--- config.mk ---
export PLATFORM = sky130hd
export DESIGN_NAME = mcu_link_dispatcher
export DESIGN_NICKNAME = d
export VERILOG_FILES = /design/src/rtl/mcu_link_dispatcher.sv
export SDC_FILE = /design/constraint.sdc
export NUM_CORES = 1
export LEC_CHECK = 0
export BUFFER_PORTS_ARGS = -buffer_cell sky130_fd_sc_hd__buf_2
export CAP_MARGIN = 20
export CORE_UTILIZATION = 58
export CTS_BUF_LIST = sky130_fd_sc_hd__clkbuf_8
export DETAILED_ROUTE_END_ITERATION = 12
export MAX_ROUTING_LAYER = met4
export PLACE_DENSITY = 0.85
export SLEW_MARGIN = 30
export SYNTH_ARGS = -nofsm -noshare
export SYNTH_HDL_FRONTEND = slang
export SYNTH_SLANG_ARGS = --single-unit
--- constraint.sdc ---
create_clock -name clk -period 3.25 [get_ports clk]
set_clock_uncertainty 0.05 [all_clocks]
set_input_delay 0 -clock clk [delete_from_list [all_inputs] [get_ports clk]]
set_output_delay 0 -clock clk [all_outputs]
set_load 0.1 [all_outputs]
--- src/rtl/mcu_link_dispatcher.sv ---
`default_nettype none
// ============================================================================
// Module   : mcu_link_dispatcher
// Purpose  : Parses framed UART commands, dispatches them to one of NUM_CH
//            service channels, muxes the owning channel onto the UART
//            transmitter and arbitrates channel auto-uploads round-robin.
//            Define MCU_FRAME_CHKSUM_EN to require a trailing checksum byte.
// Revision : 1.0 - initial release
// ============================================================================
module mcu_link_dispatcher #(
    parameter int         NUM_CH         = 4,
    parameter logic [7:0] HDR_BYTE       = 8'hAA,
    parameter int         TIMEOUT_CYCLES = 100_000_000,
    parameter int         GAP_CYCLES     = 1_000_000
) (
    input  logic                  clk,
    input  logic                  rst,
    input  logic [7:0]            rx_data,
    input  logic                  rx_ok,
    input  logic                  tx_idle,
    output logic [7:0]            tx_data,
    output logic                  start_tx,
    output logic [NUM_CH-1:0]     ch_start,
    output logic [7:0]            ch_ctrl_code,
    output logic [7:0]            ch_pl_data,
    output logic [NUM_CH-1:0]     ch_pl_valid,
    input  logic [NUM_CH-1:0]     ch_auto_req,
    output logic [NUM_CH-1:0]     ch_grant,
    input  logic [8*NUM_CH-1:0]   ch_tx_data,
    input  logic [NUM_CH-1:0]     ch_start_tx,
    input  logic [NUM_CH-1:0]     ch_done,
    output logic                  frame_err,
    output logic                  timeout_err,
    output logic                  link_busy
);

    localparam int c_TOW = $clog2(TIMEOUT_CYCLES + 1);
    localparam int c_GPW = $clog2(GAP_CYCLES + 1);
    localparam logic [c_TOW-1:0] c_TO_LAST  = c_TOW'(TIMEOUT_CYCLES - 1);
    localparam logic [c_GPW-1:0] c_GAP_LAST = c_GPW'(GAP_CYCLES - 1);
    localparam logic [4:0]       c_NCH      = 5'(NUM_CH);

    localparam logic [2:0] c_ST_IDLE     = 3'd0;
    localparam logic [2:0] c_ST_CODE     = 3'd1;
    localparam logic [2:0] c_ST_LEN      = 3'd2;
    localparam logic [2:0] c_ST_PAYLOAD  = 3'd3;
    localparam logic [2:0] c_ST_DISPATCH = 3'd5;
    localparam logic [2:0] c_ST_AUTO     = 3'd6;
`ifdef MCU_FRAME_CHKSUM_EN
    localparam logic [2:0] c_ST_CHK      = 3'd4;
    localparam logic [2:0] c_ST_BODY_END = c_ST_CHK;
`else
    localparam logic [2:0] c_ST_BODY_END = c_ST_DISPATCH;
`endif

    logic [2:0]        r_state;
    logic [2:0]        w_next;
    logic [3:0]        r_chan;
    logic [7:0]        r_len;
    logic [7:0]        r_pl_cnt;
    logic [3:0]        r_rr_ptr;
    logic [c_TOW-1:0]  r_to_cnt;
    logic [c_GPW-1:0]  r_gap_cnt;
`ifdef MCU_FRAME_CHKSUM_EN
    logic [7:0]        r_sum;
`endif

    logic              w_in_frame;
    logic              w_gap_expired;
    logic              w_to_expired;
    logic              w_owned;
    logic              w_done;
    logic              w_code_ok;
    logic              w_disp_go;
    logic              w_auto_go;
    logic              w_ferr;
    logic              w_terr;
    logic              w_release;
    logic [NUM_CH-1:0] w_chan_oh;
    logic [NUM_CH-1:0] w_rr_oh;
    logic              w_rr_found;
    logic [3:0]        w_rr_idx;
    logic [4:0]        w_rr_sum;
    logic [4:0]        w_rr_inc;
    logic [3:0]        w_rr_next;

    assign w_in_frame    = (r_state == c_ST_CODE) || (r_state == c_ST_LEN) ||
`ifdef MCU_FRAME_CHKSUM_EN
                           (r_state == c_ST_CHK) ||
`endif
                           (r_state == c_ST_PAYLOAD);
    assign w_gap_expired = w_in_frame && !rx_ok && (r_gap_cnt == c_GAP_LAST);
    assign w_owned       = (r_state == c_ST_DISPATCH) || (r_state == c_ST_AUTO);
    assign w_to_expired  = w_owned && (r_to_cnt == c_TO_LAST);
    assign w_done        = w_owned && |(ch_done & ch_grant);
    assign w_code_ok     = {1'b0, rx_data[7:4]} < c_NCH;
    assign w_disp_go     = (w_next == c_ST_DISPATCH) && (r_state != c_ST_DISPATCH);
    assign link_busy     = (r_state != c_ST_IDLE);

    always_comb begin
        w_chan_oh = '0;
        w_rr_oh   = '0;
        for (int i = 0; i < NUM_CH; i++) begin
            w_chan_oh[i] = (r_chan == 4'(i));
            w_rr_oh[i]   = (w_rr_idx == 4'(i));
        end
    end

    // Scan offsets high-to-low so the closest requester at/after the pointer wins.
    always_comb begin
        w_rr_found = 1'b0;
        w_rr_idx   = '0;
        w_rr_sum   = '0;
        for (int i = NUM_CH - 1; i >= 0; i--) begin
            w_rr_sum = {1'b0, r_rr_ptr} + 5'(i);
            if (w_rr_sum >= c_NCH) begin
                w_rr_sum = w_rr_sum - c_NCH;
            end
            for (int j = 0; j < NUM_CH; j++) begin
                if ((w_rr_sum == 5'(j)) && ch_auto_req[j]) begin
                    w_rr_found = 1'b1;
                    w_rr_idx   = 4'(j);
                end
            end
        end
    end

    assign w_rr_inc  = {1'b0, w_rr_idx} + 5'd1;
    assign w_rr_next = (w_rr_inc >= c_NCH) ? 4'd0 : w_rr_inc[3:0];

    always_comb begin
        tx_data  = '0;
        start_tx = 1'b0;
        for (int i = 0; i < NUM_CH; i++) begin
            if (ch_grant[i]) begin
                tx_data  = ch_tx_data[8*i +: 8];
                start_tx = ch_start_tx[i];
            end
        end
    end

    always_comb begin
        w_next    = r_state;
        w_auto_go = 1'b0;
        w_ferr    = 1'b0;
        w_terr    = 1'b0;
        w_release = 1'b0;
        case (r_state)
            c_ST_IDLE: begin
                if (rx_ok && (rx_data == HDR_BYTE)) begin
                    w_next = c_ST_CODE;
                end else if (w_rr_found) begin
                    w_next    = c_ST_AUTO;
                    w_auto_go = 1'b1;
                end
            end
            c_ST_CODE: begin
                if (w_gap_expired || (rx_ok && !w_code_ok)) begin
                    w_ferr = 1'b1;
                    w_next = c_ST_IDLE;
                end else if (rx_ok) begin
                    w_next = c_ST_LEN;
                end
            end
            c_ST_LEN: begin
                if (w_gap_expired) begin
                    w_ferr = 1'b1;
                    w_next = c_ST_IDLE;
                end else if (rx_ok) begin
                    w_next = (rx_data == 8'd0) ? c_ST_BODY_END : c_ST_PAYLOAD;
                end
            end
            c_ST_PAYLOAD: begin
                if (w_gap_expired) begin
                    w_ferr = 1'b1;
                    w_next = c_ST_IDLE;
                end else if (rx_ok && (r_pl_cnt == r_len - 8'd1)) begin
                    w_next = c_ST_BODY_END;
                end
            end
`ifdef MCU_FRAME_CHKSUM_EN
            c_ST_CHK: begin
                if (w_gap_expired || (rx_ok && (rx_data != r_sum))) begin
                    w_ferr = 1'b1;
                    w_next = c_ST_IDLE;
                end else if (rx_ok) begin
                    w_next = c_ST_DISPATCH;
                end
            end
`endif
            c_ST_DISPATCH, c_ST_AUTO: begin
                // Done wins over a coincident timeout; timeout waits for an idle transmitter.
                if (w_done) begin
                    w_release = 1'b1;
                    w_next    = c_ST_IDLE;
                end else if (w_to_expired && tx_idle) begin
                    w_terr    = 1'b1;
                    w_release = 1'b1;
                    w_next    = c_ST_IDLE;
                end
            end
            default: w_next = c_ST_IDLE;
        endcase
    end

    always_ff @(posedge clk) begin
        if (rst) begin
            r_state      <= c_ST_IDLE;
            r_chan       <= '0;
            r_len        <= '0;
            r_pl_cnt     <= '0;
            r_rr_ptr     <= '0;
            r_to_cnt     <= '0;
            r_gap_cnt    <= '0;
`ifdef MCU_FRAME_CHKSUM_EN
            r_sum        <= '0;
`endif
            ch_start     <= '0;
            ch_ctrl_code <= '0;
            ch_pl_data   <= '0;
            ch_pl_valid  <= '0;
            ch_grant     <= '0;
            frame_err    <= 1'b0;
            timeout_err  <= 1'b0;
        end else begin
            r_state     <= w_next;
            ch_start    <= '0;
            ch_pl_valid <= '0;
            frame_err   <= w_ferr;
            timeout_err <= w_terr;

            if (!w_in_frame || rx_ok) begin
                r_gap_cnt <= '0;
            end else if (r_gap_cnt != c_GAP_LAST) begin
                r_gap_cnt <= r_gap_cnt + 1'b1;
            end

            if (rx_ok) begin
                case (r_state)
                    c_ST_CODE: begin
                        ch_ctrl_code <= rx_data;
                        r_chan       <= rx_data[7:4];
`ifdef MCU_FRAME_CHKSUM_EN
                        r_sum        <= rx_data;
`endif
                    end
                    c_ST_LEN: begin
                        r_len    <= rx_data;
                        r_pl_cnt <= '0;
`ifdef MCU_FRAME_CHKSUM_EN
                        r_sum    <= r_sum + rx_data;
`endif
                    end
                    c_ST_PAYLOAD: begin
                        ch_pl_data  <= rx_data;
                        ch_pl_valid <= w_chan_oh;
                        r_pl_cnt    <= r_pl_cnt + 8'd1;
`ifdef MCU_FRAME_CHKSUM_EN
                        r_sum       <= r_sum + rx_data;
`endif
                    end
                    default: ;
                endcase
            end

            if (w_disp_go || w_auto_go) begin
                r_to_cnt <= '0;
            end else if (w_owned && !w_to_expired) begin
                r_to_cnt <= r_to_cnt + 1'b1;
            end

            if (w_disp_go) begin
                ch_grant <= w_chan_oh;
                ch_start <= w_chan_oh;
            end else if (w_auto_go) begin
                ch_grant <= w_rr_oh;
                r_rr_ptr <= w_rr_next;
            end else if (w_release) begin
                ch_grant <= '0;
            end
        end
    end

endmodule
`default_nettype wire

==> reports/results.tsv <==
metric	value	unit
grt_pass1_wl	18100	um
cts_resized	0	
hold_violations	0	
cts_max_path_buffers	2	
root_buffer	clkbuf_8	
h-tree-depth	3	
fmax	0.348	GHz
cts_buffers	9	
synth_nets	687	
worstHoldPathType	primary input to flip-flop	
die_area	9260	um2
drt_iter0_drc	229	
routed_wl	11800	um
synth_top_cells_by_area	dfxtp_1, nand2_1, xor2_1, nor2_1, a21oi_1	
crit_fanout	17	
setup_slack	0.374	ns
tightest_slew	0.811	ns
yosysTopAreaCellShare	38.5	%
antenna_found_initial	0	
crit_path_start	r_len[0]	
num_vias	4764	
cts.clk_slew.worst_paths	0.09	ns
via_per_inst	5.75	
postLayoutCoreUtil	68.8	%
yosys_warnings	0	
io_pins	96	
arrival	3.07	ns
power_leakage	2.19	nW
syn_area	5150	um2
ant_nets	0	
placed_cell_area	5670	um2
tritoncts	done	
die_y	96.2	um
crit_required	3.44	ns
setup.worst_path.class	flip-flop to flip-flop	
ys_types	63	
drive_above_1_share	20.9	%
hp-start	ch_done[1]	
grt_max_degree	45	
whs	0.0102	ns
syn2layout_area_growth	15.9	%
drcViolationCount	0	
grt.total_usage	26.0	%
timing.final.crit_share	88.5	%
rsz0062_at_grt	no	
cap_violations	0	
final_max_slew_viol_count	0	
cts.sinks	99	
core	8680	um2
synth-main-ff-cell	dfxtp_1	
crit_path_start_kind	flip-flop	
antenna_cells	0	
initial_utilization	59.3	%
status	complete, no violations	
peakVddDrop	0.000610	V
r2r-start	r_len[0]	
endpoint_kind	flip-flop	
io_buffers	95	
post_cts.repair.setup_buffers	0	
slew_headroom	45.9	%
wl_per_cell	14.2	um
final.setup.tns	0	ns
yosysTopAreaCell	dfxtp_1	
firstDrtPassIters	6	
avgSynthCellArea	8.26	um2
dp_hpwl	8750	um
place_ws	0.372	ns
routabilityCongestion	0.890	
overflow	0	
synth-seq-area-share	38.5	%
rows	34	
grt_pass1_vias	4082	
clk_latency	0.35	ns
power.density	732	nW/um2
final.min_clock_period	2.88	ns
setup_viol	0	
fin_nets	781	
synthArstFlopShare	0	%
syn_inst	623	
post-route-cell-area	5970	um2
ys_ff_latch	99	
fp.dieW	96.2	um
synth_edf_count	0	
## per-layer routing
layer,wire length [um],up-vias,track usage [%]
met5,0,-,-
met4,129,0,8.58
met3,617,16,2.84
met2,5930,151,46.3
met1,5110,2239,30.4
li1,-,2358,-
## Yosys cell counts (all sizes together) (17+ instances only)
master / number
nor3: 19
nand2: 96
xor2: 35
nand4: 19
a21oi: 48
xnor2: 19
nor2: 94
o21ai: 20
nand3: 23
clkbuf: 20
inv: 17
dfxtp: 99
## worst paths after layout
check                       end  cells past startpoint  slack, ns
hold / removal      timeout_err                      4       0.01
setup / recovery    r_to_cnt[4]                     10       0.37
hold reg to reg   ch_pl_data[0]                      2       0.40
setup reg to reg    r_to_cnt[4]                     10       0.37
## sequential cells by signal, summed over array words and instances, names as in the netlist, 4 cells and up
register      count
r_to_cnt         27
ch_pl_data        8
ch_start          4
r_len             8
r_gap_cnt        20
ch_pl_valid       4
ch_grant          4
ch_ctrl_code      8
r_pl_cnt          8
## where the power goes
group	switching, mW	total [mW]	internal (mW)
clock	0.404	0.820	0.417
sequential	0.157	1.44	1.29
combinational	1.61	2.11	0.498
total	2.17	4.37	2.20
## stage by stage
| stage | total power, mW | instances |
|---|---|---|
| detailed placement | 3.56 | 805 |
| finish | 4.37 | 829 |
| floorplan | 3.21 | 623 |
| CTS | 4.38 | 829 |
| global route | 4.60 | 829 |
| global placement | 3.50 | 805 |
## critical path, cell delays in order (launching register included)
cell      delay (ns)
dfxtp_1         0.43
inv_1           0.07
ha_1            0.27
nor2b_1         0.15
or3_1           0.35
a31oi_1         0.21
o311ai_2        0.15
o22a_1          0.39
nand3b_4        0.35
buf_12          0.25
nor2_1          0.07
## cell families (layout without fill, tap and decap cells)
group,count (synthesis),in the layout,share of synthesized area [%]
and+or+nand+nor,305,305,31.2
AOI/OAI and AO/OA,109,109,14.2
DFF,99,99,38.5
xor gates and xnor gates,54,54,9.19
buffers and inverters,43,141,3.96
adders and majority gates,8,8,1.94
muxes,5,5,0.972
## placed cells by master (no fill, tap or decap), types with 19 or more instances in the layout
cell      n
xnor2_1  19
nor3_1   19
nand4_1  19
a21oi_1  48
nor2_4   20
dfxtp_1  99
buf_2    95
nand3_1  23
nand2_1  96
xor2_1   35
nor2_1   73
## final cells by class
type / count / area (um2)
multi-input combinational: 481 / 2960
fill: 712 / 2710
sequential: 99 / 1980
timing repair buffer: 108 / 608
clock buffer: 12 / 165
tap: 108 / 135
inverter: 18 / 67.6
clock inverter: 3 / 46.3
## timing repair
action                                  in CTS  in global routing
endpoints found under the hold margin       25                  0
endpoints found under the setup margin       0                  0
hold buffers                                 9                  0
(Power assumes the default switching activity.)
